--- config.mk ---
export PLATFORM = sky130hd
export DESIGN_NAME = trdb_filter_regs
export DESIGN_NICKNAME = d
export VERILOG_FILES = /design/src/rtl/trdb_pkg.sv /design/src/rtl/trdb_filter_cfg_group.sv /design/src/rtl/trdb_filter_regs.sv
export SDC_FILE = /design/constraint.sdc
export NUM_CORES = 1
export LEC_CHECK = 0
export ABC_AREA = 0
export CORE_MARGIN = 2
export CORE_UTILIZATION = 48
export DETAILED_ROUTE_END_ITERATION = 8
export GPL_TIMING_DRIVEN = 0
export PLACE_DENSITY = 0.82
export SKIP_LAST_GASP = 1
export SLEW_MARGIN = 20
export SYNTH_ARGS = -nofsm -noshare
export SYNTH_HDL_FRONTEND = slang
export SYNTH_SLANG_ARGS = --single-unit
--- constraint.sdc ---
create_clock -name clk_i -period 1.9 [get_ports clk_i]
set_input_delay 0.38 -clock clk_i [delete_from_list [all_inputs] [get_ports clk_i]]
set_output_delay 0.38 -clock clk_i [all_outputs]
set_load 0.03 [all_outputs]
--- src/rtl/trdb_pkg.sv ---
// trdb_pkg: shared widths and filter-register map for the trace debugger.
// Holds the data widths used by the trace encoder, the byte offsets of the
// filter configuration registers, the filter group index and the commit
// FSM state encoding.
package trdb_pkg;

   localparam int XLEN      = 32;
   localparam int CAUSE_LEN = 5;
   localparam int PRIV_LEN  = 2;

   // Filter register map (byte offsets, word aligned)
   localparam logic [7:0] FREG_CTRL     = 8'h00;
   localparam logic [7:0] FREG_UPPER    = 8'h04;
   localparam logic [7:0] FREG_LOWER    = 8'h08;
   localparam logic [7:0] FREG_MATCH    = 8'h0C;
   localparam logic [7:0] FREG_COMMIT   = 8'h50;
   localparam logic [7:0] FREG_STATUS   = 8'h54;
   localparam logic [7:0] FGROUP_STRIDE = 8'h10;

   typedef enum logic [2:0] {
      FG_CAUSE = 3'd0,
      FG_TVEC  = 3'd1,
      FG_TVAL  = 3'd2,
      FG_PRIV  = 3'd3,
      FG_IADDR = 3'd4
   } fgroup_e;

   typedef enum logic {
      CS_IDLE    = 1'b0,
      CS_PENDING = 1'b1
   } commit_state_e;

endpackage

--- src/rtl/trdb_filter_cfg_group.sv ---
// trdb_filter_cfg_group: shadow and active copies of one filter group.
// Ports:
//   clk_i, rst_i        clock, synchronous active-high reset
//   we_i, sel_i         shadow write enable and register select (0 CTRL,
//                       1 UPPER, 2 LOWER, 3 MATCH)
//   ctrl_wdata_i        CTRL bits {equal_mode, range_mode, filter}
//   fld_wdata_i         bound value for UPPER/LOWER/MATCH
//   apply_i             copy shadow into active on this edge
//   ctrl_rd_o, fld_rd_o shadow read-back (fld_rd_o is 0 when CTRL selected)
//   filter_o .. match_o active configuration driving the filter
module trdb_filter_cfg_group
   import trdb_pkg::*;
#(
   parameter int W = 32
) (
   input  logic         clk_i,
   input  logic         rst_i,
   input  logic         we_i,
   input  logic [1:0]   sel_i,
   input  logic [2:0]   ctrl_wdata_i,
   input  logic [W-1:0] fld_wdata_i,
   input  logic         apply_i,
   output logic [2:0]   ctrl_rd_o,
   output logic [W-1:0] fld_rd_o,
   output logic         filter_o,
   output logic         range_mode_o,
   output logic         equal_mode_o,
   output logic [W-1:0] upper_o,
   output logic [W-1:0] lower_o,
   output logic [W-1:0] match_o
);

   localparam logic [1:0] SEL_CTRL  = FREG_CTRL[3:2];
   localparam logic [1:0] SEL_UPPER = FREG_UPPER[3:2];
   localparam logic [1:0] SEL_LOWER = FREG_LOWER[3:2];
   localparam logic [1:0] SEL_MATCH = FREG_MATCH[3:2];

   logic [2:0]   ctrl_sh_reg, ctrl_act_reg;
   logic [W-1:0] upper_sh_reg, lower_sh_reg, match_sh_reg;
   logic [W-1:0] upper_act_reg, lower_act_reg, match_act_reg;

   always_ff @(posedge clk_i) begin
      if (rst_i) begin
         ctrl_sh_reg   <= '0;
         upper_sh_reg  <= '0;
         lower_sh_reg  <= '0;
         match_sh_reg  <= '0;
         ctrl_act_reg  <= '0;
         upper_act_reg <= '0;
         lower_act_reg <= '0;
         match_act_reg <= '0;
      end else begin
         // The top never asserts we_i and apply_i together: shadow writes
         // are refused while a commit is pending.
         if (we_i) begin
            case (sel_i)
               SEL_CTRL:  ctrl_sh_reg  <= ctrl_wdata_i;
               SEL_UPPER: upper_sh_reg <= fld_wdata_i;
               SEL_LOWER: lower_sh_reg <= fld_wdata_i;
               SEL_MATCH: match_sh_reg <= fld_wdata_i;
               default:   ;
            endcase
         end
         if (apply_i) begin
            ctrl_act_reg  <= ctrl_sh_reg;
            upper_act_reg <= upper_sh_reg;
            lower_act_reg <= lower_sh_reg;
            match_act_reg <= match_sh_reg;
         end
      end
   end

   always_comb begin
      fld_rd_o = '0;
      case (sel_i)
         SEL_UPPER: fld_rd_o = upper_sh_reg;
         SEL_LOWER: fld_rd_o = lower_sh_reg;
         SEL_MATCH: fld_rd_o = match_sh_reg;
         default:   fld_rd_o = '0;
      endcase
   end

   assign ctrl_rd_o    = ctrl_sh_reg;
   assign filter_o     = ctrl_act_reg[0];
   assign range_mode_o = ctrl_act_reg[1];
   assign equal_mode_o = ctrl_act_reg[2];
   assign upper_o      = upper_act_reg;
   assign lower_o      = lower_act_reg;
   assign match_o      = match_act_reg;

endmodule

--- src/rtl/trdb_filter_regs.sv ---
// trdb_filter_regs: APB register slave programming trdb_filter.
// Software writes a shadow copy; a COMMIT write arms a transfer into the
// active copy, which happens on the first edge the encoder reports idle.
// Ports:
//   clk_i, rst_i                    clock, synchronous active-high reset
//   psel_i..pwdata_i, prdata_o,
//   pready_o, pslverr_o             zero-wait-state APB slave
//   idle_i                          encoder idle, commit may be applied
//   commit_pending_o, commit_done_o commit status / one-cycle done pulse
//   <g>_filter_o .. match_<g>_o     active configuration per group
module trdb_filter_regs
   import trdb_pkg::*;
#(
   parameter int APB_ADDR_W = 8
) (
   input  logic                  clk_i,
   input  logic                  rst_i,
   input  logic                  psel_i,
   input  logic                  penable_i,
   input  logic                  pwrite_i,
   input  logic [APB_ADDR_W-1:0] paddr_i,
   input  logic [XLEN-1:0]       pwdata_i,
   output logic [XLEN-1:0]       prdata_o,
   output logic                  pready_o,
   output logic                  pslverr_o,
   input  logic                  idle_i,
   output logic                  commit_pending_o,
   output logic                  commit_done_o,
   output logic                  cause_filter_o,
   output logic                  cause_range_mode_o,
   output logic                  cause_equal_mode_o,
   output logic [CAUSE_LEN-1:0]  upper_cause_o,
   output logic [CAUSE_LEN-1:0]  lower_cause_o,
   output logic [CAUSE_LEN-1:0]  match_cause_o,
   output logic                  tvec_filter_o,
   output logic                  tvec_range_mode_o,
   output logic                  tvec_equal_mode_o,
   output logic [XLEN-1:2]       upper_tvec_o,
   output logic [XLEN-1:2]       lower_tvec_o,
   output logic [XLEN-1:2]       match_tvec_o,
   output logic                  tval_filter_o,
   output logic                  tval_range_mode_o,
   output logic                  tval_equal_mode_o,
   output logic [XLEN-1:0]       upper_tval_o,
   output logic [XLEN-1:0]       lower_tval_o,
   output logic [XLEN-1:0]       match_tval_o,
   output logic                  priv_lvl_filter_o,
   output logic                  priv_lvl_range_mode_o,
   output logic                  priv_lvl_equal_mode_o,
   output logic [PRIV_LEN-1:0]   upper_priv_lvl_o,
   output logic [PRIV_LEN-1:0]   lower_priv_lvl_o,
   output logic [PRIV_LEN-1:0]   match_priv_lvl_o,
   output logic                  iaddr_filter_o,
   output logic                  iaddr_range_mode_o,
   output logic                  iaddr_equal_mode_o,
   output logic [XLEN-1:0]       upper_iaddr_o,
   output logic [XLEN-1:0]       lower_iaddr_o,
   output logic [XLEN-1:0]       match_iaddr_o
);

   commit_state_e state_reg;
   logic          done_reg;

   logic access, grp_hit, commit_hit, status_hit, mapped, pending;
   logic err, wr_ok, commit_req, apply;
   logic [4:0] grp_we;
   logic [1:0] sel;
   fgroup_e    grp;

   logic [2:0]           ctrl_rd [5];
   logic [CAUSE_LEN-1:0] cause_rd;
   logic [XLEN-1:2]      tvec_rd;
   logic [XLEN-1:0]      tval_rd, iaddr_rd;
   logic [PRIV_LEN-1:0]  priv_rd;

   assign access     = psel_i & penable_i;
   // Group registers occupy every aligned word below COMMIT.
   assign grp_hit    = (paddr_i[1:0] == 2'b00) && (paddr_i < APB_ADDR_W'(FREG_COMMIT));
   assign commit_hit = (paddr_i == APB_ADDR_W'(FREG_COMMIT));
   assign status_hit = (paddr_i == APB_ADDR_W'(FREG_STATUS));
   assign mapped     = grp_hit | commit_hit | status_hit;
   assign pending    = (state_reg == CS_PENDING);
   assign grp        = fgroup_e'(paddr_i[6:4]);
   assign sel        = paddr_i[3:2];

   // Shadow writes are refused while pending so the snapshot stays frozen;
   // a COMMIT write while pending is silently dropped, not an error.
   assign err        = ~mapped | (pwrite_i & status_hit) | (pwrite_i & grp_hit & pending);
   assign wr_ok      = access & pwrite_i & ~err;
   assign commit_req = wr_ok & commit_hit & pwdata_i[0] & ~pending;
   assign apply      = pending & idle_i;

   for (genvar gi = 0; gi < 5; gi++) begin : g_we
      assign grp_we[gi] = wr_ok & grp_hit & (paddr_i[6:4] == 3'(gi));
   end

   always_ff @(posedge clk_i) begin
      if (rst_i) begin
         state_reg <= CS_IDLE;
         done_reg  <= 1'b0;
      end else begin
         done_reg <= apply;
         case (state_reg)
            CS_IDLE:    if (commit_req) state_reg <= CS_PENDING;
            CS_PENDING: if (idle_i)     state_reg <= CS_IDLE;
            default:    state_reg <= CS_IDLE;
         endcase
      end
   end

   assign commit_pending_o = pending;
   assign commit_done_o    = done_reg;
   assign pready_o         = access;
   assign pslverr_o        = access & err;

   always_comb begin
      prdata_o = '0;
      if (access && !pwrite_i && !err) begin
         if (grp_hit) begin
            case (grp)
               FG_CAUSE: prdata_o = (sel == 2'd0) ? XLEN'(ctrl_rd[0]) : XLEN'(cause_rd);
               FG_TVEC:  prdata_o = (sel == 2'd0) ? XLEN'(ctrl_rd[1]) : {tvec_rd, 2'b00};
               FG_TVAL:  prdata_o = (sel == 2'd0) ? XLEN'(ctrl_rd[2]) : tval_rd;
               FG_PRIV:  prdata_o = (sel == 2'd0) ? XLEN'(ctrl_rd[3]) : XLEN'(priv_rd);
               FG_IADDR: prdata_o = (sel == 2'd0) ? XLEN'(ctrl_rd[4]) : iaddr_rd;
               default:  prdata_o = '0;
            endcase
         end else if (status_hit) begin
            prdata_o = XLEN'(pending);
         end
      end
   end

   trdb_filter_cfg_group #(.W(CAUSE_LEN)) u_cause (
      .clk_i(clk_i), .rst_i(rst_i), .we_i(grp_we[0]), .sel_i(sel),
      .ctrl_wdata_i(pwdata_i[2:0]), .fld_wdata_i(pwdata_i[CAUSE_LEN-1:0]), .apply_i(apply),
      .ctrl_rd_o(ctrl_rd[0]), .fld_rd_o(cause_rd),
      .filter_o(cause_filter_o), .range_mode_o(cause_range_mode_o), .equal_mode_o(cause_equal_mode_o),
      .upper_o(upper_cause_o), .lower_o(lower_cause_o), .match_o(match_cause_o));

   trdb_filter_cfg_group #(.W(XLEN-2)) u_tvec (
      .clk_i(clk_i), .rst_i(rst_i), .we_i(grp_we[1]), .sel_i(sel),
      .ctrl_wdata_i(pwdata_i[2:0]), .fld_wdata_i(pwdata_i[XLEN-1:2]), .apply_i(apply),
      .ctrl_rd_o(ctrl_rd[1]), .fld_rd_o(tvec_rd),
      .filter_o(tvec_filter_o), .range_mode_o(tvec_range_mode_o), .equal_mode_o(tvec_equal_mode_o),
      .upper_o(upper_tvec_o), .lower_o(lower_tvec_o), .match_o(match_tvec_o));

   trdb_filter_cfg_group #(.W(XLEN)) u_tval (
      .clk_i(clk_i), .rst_i(rst_i), .we_i(grp_we[2]), .sel_i(sel),
      .ctrl_wdata_i(pwdata_i[2:0]), .fld_wdata_i(pwdata_i), .apply_i(apply),
      .ctrl_rd_o(ctrl_rd[2]), .fld_rd_o(tval_rd),
      .filter_o(tval_filter_o), .range_mode_o(tval_range_mode_o), .equal_mode_o(tval_equal_mode_o),
      .upper_o(upper_tval_o), .lower_o(lower_tval_o), .match_o(match_tval_o));

   trdb_filter_cfg_group #(.W(PRIV_LEN)) u_priv (
      .clk_i(clk_i), .rst_i(rst_i), .we_i(grp_we[3]), .sel_i(sel),
      .ctrl_wdata_i(pwdata_i[2:0]), .fld_wdata_i(pwdata_i[PRIV_LEN-1:0]), .apply_i(apply),
      .ctrl_rd_o(ctrl_rd[3]), .fld_rd_o(priv_rd),
      .filter_o(priv_lvl_filter_o), .range_mode_o(priv_lvl_range_mode_o), .equal_mode_o(priv_lvl_equal_mode_o),
      .upper_o(upper_priv_lvl_o), .lower_o(lower_priv_lvl_o), .match_o(match_priv_lvl_o));

   trdb_filter_cfg_group #(.W(XLEN)) u_iaddr (
      .clk_i(clk_i), .rst_i(rst_i), .we_i(grp_we[4]), .sel_i(sel),
      .ctrl_wdata_i(pwdata_i[2:0]), .fld_wdata_i(pwdata_i), .apply_i(apply),
      .ctrl_rd_o(ctrl_rd[4]), .fld_rd_o(iaddr_rd),
      .filter_o(iaddr_filter_o), .range_mode_o(iaddr_range_mode_o), .equal_mode_o(iaddr_equal_mode_o),
      .upper_o(upper_iaddr_o), .lower_o(lower_iaddr_o), .match_o(match_iaddr_o));

endmodule

-- Yosys cells after proc, flatten, opt, wreduce, memory -nomap -nowiden
Cells that the tools add are included.
- flip-flop bits (word level): 638
- bits of input ports: 46
- output and inout port bits: 354
- word-level logic and storage cells: 121
- magnitude comparators: 1
- equality and inequality tests: 9
- multiplexer cells: 17
- bitwise gates (word level): 24
- reductions and logical operators: 28
- operators by type and width (cell ; count):
    32-bit case mux with 3 select lines ; 2
    32-bit 2-to-1 mux ; 5
    32-bit case mux with 5 select lines ; 1
    30-bit case mux with 3 select lines ; 1
    2-bit AND reduction ; 20
    1-bit bitwise AND ; 17
    8-bit by 7-bit equality test with 1-bit output (second input constant) ; 2
    5-bit case mux with 3 select lines ; 1
    8-bit by 7-bit less-than comparator with 1-bit output (second input constant) ; 1
    3-bit by 2-bit equality test with 1-bit output (second input constant) ; 2
    2-bit case mux with 3 select lines ; 1
    5-bit 2-to-1 mux ; 1
    2-bit equality test (second input constant) ; 2
    2-bit zero test ; 2
    1-bit bitwise OR ; 4
    3-bit by 1-bit equality test with 1-bit output (second input constant) ; 1
    3-bit equality test (second input constant) ; 1
    1-bit logical AND ; 3
    3-bit zero test ; 1
    1-bit 2-to-1 mux ; 3
    3-bit 2-to-1 mux ; 1
    1-bit inverter ; 3
    2-bit by 1-bit equality test with 1-bit output (second input constant) ; 1
    1-bit zero test ; 2
    1-bit case mux with 2 select lines ; 1

-- Longest topological paths before layout
- word-level depth: 14
- mapped depth: 8
- mapped depth without buffers: 5

-- Hierarchy
From an unflattened synthesis, not the netlist that was laid out.
- cell total of the unflattened synthesis: 2628
- area total of the unflattened synthesis: 27893.0 sq um
- modules (own cells, without submodules) (module ; times used ; cells an instance ; area each (sq um) ; sequential area each (sq um)):
    trdb_filter_cfg_group (u_iaddr ...) ; 2 ; 759 ; 8277.9 ; 3963.8
    trdb_filter_cfg_group (u_tvec) ; 1 ; 714 ; 7723.7 ; 3723.6
    trdb_filter_cfg_group (u_cause) ; 1 ; 141 ; 1565.3 ; 720.7
    trdb_filter_regs ; 1 ; 184 ; 1293.7 ; 40.0
    trdb_filter_cfg_group (u_priv) ; 1 ; 71 ; 754.5 ; 360.3

-- Least setup slack after synthesis
No wires, ideal clock.
- kind: input-to-output
- start: input port paddr_i[5]
- end: output port prdata_o[0]
- arrival: 2032 ps
- required time: 1520 ps
- path slack: -512 ps
- stages: 7
- buffers on the path: 2
- cell sequence: buf_6 or3b_4 buf_6 o22ai_2 a32o_1 a41oi_1 a2111oi_2
- longest elaborated chain between the ends: 10
- elaborated cells on any way between the ends: 23
- classes of those cells: order compare (1); eq/ne (6); mux (4); bitwise (8); reduce/logical (4)
- RTL lines (what ; RTL line ; text):
    start, declared ; trdb_filter_regs.sv:21 ; input logic [APB_ADDR_W-1:0] paddr_i,
    8-bit by 7-bit less-than comparator with 1-bit output ; trdb_filter_regs.sv:78 ; assign grp_hit = (paddr_i[1:0] == 2'b00) && (paddr_i < APB_ADDR_W'(FREG_COMMIT));
    1-bit logical AND ; trdb_filter_regs.sv:78 ;
    1-bit bitwise OR (2 in a row) ; trdb_filter_regs.sv:81 ; assign mapped = grp_hit | commit_hit | status_hit;
    1-bit inverter ; trdb_filter_regs.sv:88 ; assign err = ~mapped | (pwrite_i & status_hit) | (pwrite_i & grp_hit & pending);
    1-bit bitwise OR (2 in a row) ; trdb_filter_regs.sv:88 ;
    1-bit zero test ; trdb_filter_regs.sv:118 ; if (access && !pwrite_i && !err) begin
    1-bit logical AND ; trdb_filter_regs.sv:118 ;
    32-bit 2-to-1 mux * ; trdb_filter_regs.sv:118 ;
    end, declared ; trdb_filter_regs.sv:23 ; output logic [XLEN-1:0] prdata_o,
Every way passes the cells marked *; elsewhere a longest branch is shown, timed or not.

-- Worst setup path after layout
- start: input port paddr_i[2]
- end: output port prdata_o[10]
Same word-level chain as after synthesis.

==> impl_metrics.env <==
export IMPL_outcome="finished, violations left"
export IMPL_violations="setup timing"
export IMPL_syn_area_um2=23900
export IMPL_clockBufferDepth=3
export IMPL_power_share_switching=0.235
export IMPL_die_area_um2=51500
export IMPL_synth_area_leader_cell="dfxtp_1"
export IMPL_insertion_delay_ns=0.61
export IMPL_crit_fanout=7
export IMPL_timing_final_crit_share=1.34
export IMPL_relSlewSlack=0.174
export IMPL_dpl_worst_slack_ns=-2.33
export IMPL_port_buffers=367
export IMPL_crit_type="primary input to primary output"
export IMPL_cap_violations=0
export IMPL_clkTransAtPathRegs_ns=0.06
export IMPL_finalHoldViolCount=0
export IMPL_reg2reg_slack_ns=-0.06
export IMPL_grt_pass1_wl_um=145000
export IMPL_async_flop_share=0
export IMPL_syn_to_final_growth_pct=40.2
export IMPL_rsz0062_at_grt="yes"
export IMPL_root_buffer="clkbuf_16"
export IMPL_coreArea_um2=49100
export IMPL_synth_nets=2626
export IMPL_cts_tree="built"
export IMPL_final_setup_viol_count=113
export IMPL_peakVddDrop_mv=0.509
export IMPL_firstDrtPassIters=6
export IMPL_period_needed_ns=2.54
export IMPL_yosysWarnings=0
export IMPL_synth_top_cell_area_share=0.535
export IMPL_fp_dieH_um=227
export IMPL_fin_util=0.682
export IMPL_cp_end_kind="primary output"
export IMPL_tightestPinTransition_ns=1.24
export IMPL_cts_buffers=66
export IMPL_post_dp_hpwl_um=71800
export IMPL_synth_distinct_cells=47
export IMPL_synth_ff_type="dfxtp_1"
export IMPL_worst_slack_ns=-0.638
export IMPL_drive_gt1_frac=0.242
export IMPL_clock_sinks=638
export IMPL_antenna_found_initial=1
export IMPL_slew_viol_final=0
export IMPL_place_congestion=0.962
export IMPL_start_kind="primary input"
export IMPL_htree_levels=3
export IMPL_avgSynthCellArea_um2=9.25
export IMPL_cp_data_arrival_time_ns=2.16
export IMPL_start_util=0.487
export IMPL_drcViolationCount=0
export IMPL_grt_overflow=0
export IMPL_yosys_top_cells_count="dfxtp_1, nand2_1, a21oi_1"
export IMPL_nets=3154
export IMPL_nFillCells=3766
export IMPL_min_delay_path_class="primary input to flop"
export IMPL_routed_via_density=6.28
export IMPL_synth_seq_cells=638
export IMPL_cp_required_ns=1.52
export IMPL_p_leak_nw=13.6
export IMPL_postRouteAntennaNets=0
export IMPL_grt_pass1_vias=22500
export IMPL_synth_edf_count=0
export IMPL_power_total_mw=27.7
export IMPL_io_pins=400
export IMPL_wl_per_cell_um=27.3
export IMPL_powerDensity_nw_per_um2=828
export IMPL_yosysMostFrequentCell="dfxtp_1"
export IMPL_dr_total_vias=24000
export IMPL_drt_iter0_drc=3153
export IMPL_die_width_um=227
export IMPL_synthCells=2580
export IMPL_holdBufCountCts=0
export IMPL_drt_total_wl_um=104000
export IMPL_intPower_mw=21.2
export IMPL_max_clock_freq_mhz=394
export IMPL_yosys_top_cells_area="dfxtp_1, a22o_1, nand2_1"
export IMPL_yosysSeqAreaShare=0.535
export IMPL_sequentialPowerShare=0.482
export IMPL_fin_skew_ns=0.0217
export IMPL_grt_max_degree=14
export IMPL_p_clk_frac=0.466
export IMPL_combinationalPowerShare=0.052
export IMPL_p_sw_mw=6.51
export IMPL_rows=81
export IMPL_grt_util_all_layers=0.382
export IMPL_hold_ws_ns=0.222
## cells by family (layout without fill, tap and decap cells)
logic type / count (synthesis) / in the layout / synth area share
flops: 638 / 638 / 0.535
compound gates: 837 / 837 / 0.236
mux: 109 / 109 / 0.0528
simple gates: 725 / 725 / 0.124
buf+inv: 271 / 845 / 0.0527
other cells: 0 / 1 / 0
## stage by stage
stage               TNS (ns)  cells  instance area, um^2
floorplan              -6.59   2580                24200
global placement     -546.49   3611                28700
detailed placement   -560.71   3611                28700
CTS                   -21.71   3772                32200
global route          -18.60   3818                33500
finish                -19.39   3819                33500
## power by group through the flow
| stage | registers [mW] | clock network, mW | logic, mW |
|---|---|---|---|
| 3_5_place_dp | 13.7 | 0 | 0.969 |
| 4_1_cts | 13.4 | 12.8 | 1.24 |
| 2_1_floorplan | 13.7 | 0 | 0.529 |
| 3_3_place_gp | 13.7 | 0 | 0.952 |
| 6_report | 13.4 | 12.9 | 1.44 |
| 5_1_grt | 13.4 | 13.4 | 1.44 |
## cells in the final DEF (no fill, tap or decap), types with 8 or more instances in the layout
master and instances:
nor2_4 37, buf_2 25, dlygate4sd2_1 322, o21ai_0 39, or2_4 8, clkbuf_8 15
dfxtp_4 9, a22oi_2 49, clkbuf_16 81, buf_12 31, a21oi_2 41, clkbuf_1 91
clkbuf_2 70, a21oi_1 304, buf_16 12, nor2_1 13, clkbuf_4 11, nor2_2 9
mux2_4 22, buf_8 9, o22ai_2 22, dfxtp_2 41, o21ai_1 16, nand2_1 628
dfxtp_1 588, a22oi_1 13, mux2i_1 31, buf_6 64, buf_4 86, a22o_1 320
o22ai_4 10, mux2_2 43, clkinv_2 9
## worst max-delay path, cell delays in order
cell and delay [ns]:
buf_12 0.12, buf_12 0.14, buf_16 0.15, buf_16 0.17
clkbuf_16 0.16, mux2i_1 0.15, o21ai_2 0.40, a21oi_2 0.13
nor2_2 0.20, buf_6 0.16
## final cells by class
class	count	area [um^2]	area share
repair buffers	467	4610	0.138
well taps	664	831	0.0248
inverters	7	26.3	0.000785
clock buffers	99	1960	0.0585
multi-input cells	1671	11100	0.332
clock inverters	15	139	0.00415
plain buffers	257	1950	0.0582
diodes	1	2.50	0.0000748
flip-flops and latches	638	12900	0.384
## worst paths after layout
path,from,end,cells past startpoint
setup / recovery,paddr_i[2],prdata_o[10],10
hold / removal,pwdata_i[1],u_priv.lower_sh_reg[1],3
setup reg to reg,commit_pending_o,u_iaddr.match_sh_reg[24],7
hold reg to reg,u_tvec.match_sh_reg[5],u_tvec.match_sh_reg[5],2
## timing repair
item / in CTS / in global routing
hold endpoints to repair: 0 / 0
pin swaps: 65 / 91
setup endpoints to repair: 966 / 600
resized for setup: 912 / 271
buffers inserted: 38 / 38
gates cloned: 14 / 11
## layer usage
metal,track usage,share of wire,vias to the layer above
met5,0,0,-
met3,0.0862,0.13,494
met1,0.498,0.37,11400
li1,-,-,10100
met2,0.577,0.43,1961
met4,0.236,0.071,0
Note: power is estimated with default switching activity, not from simulation.
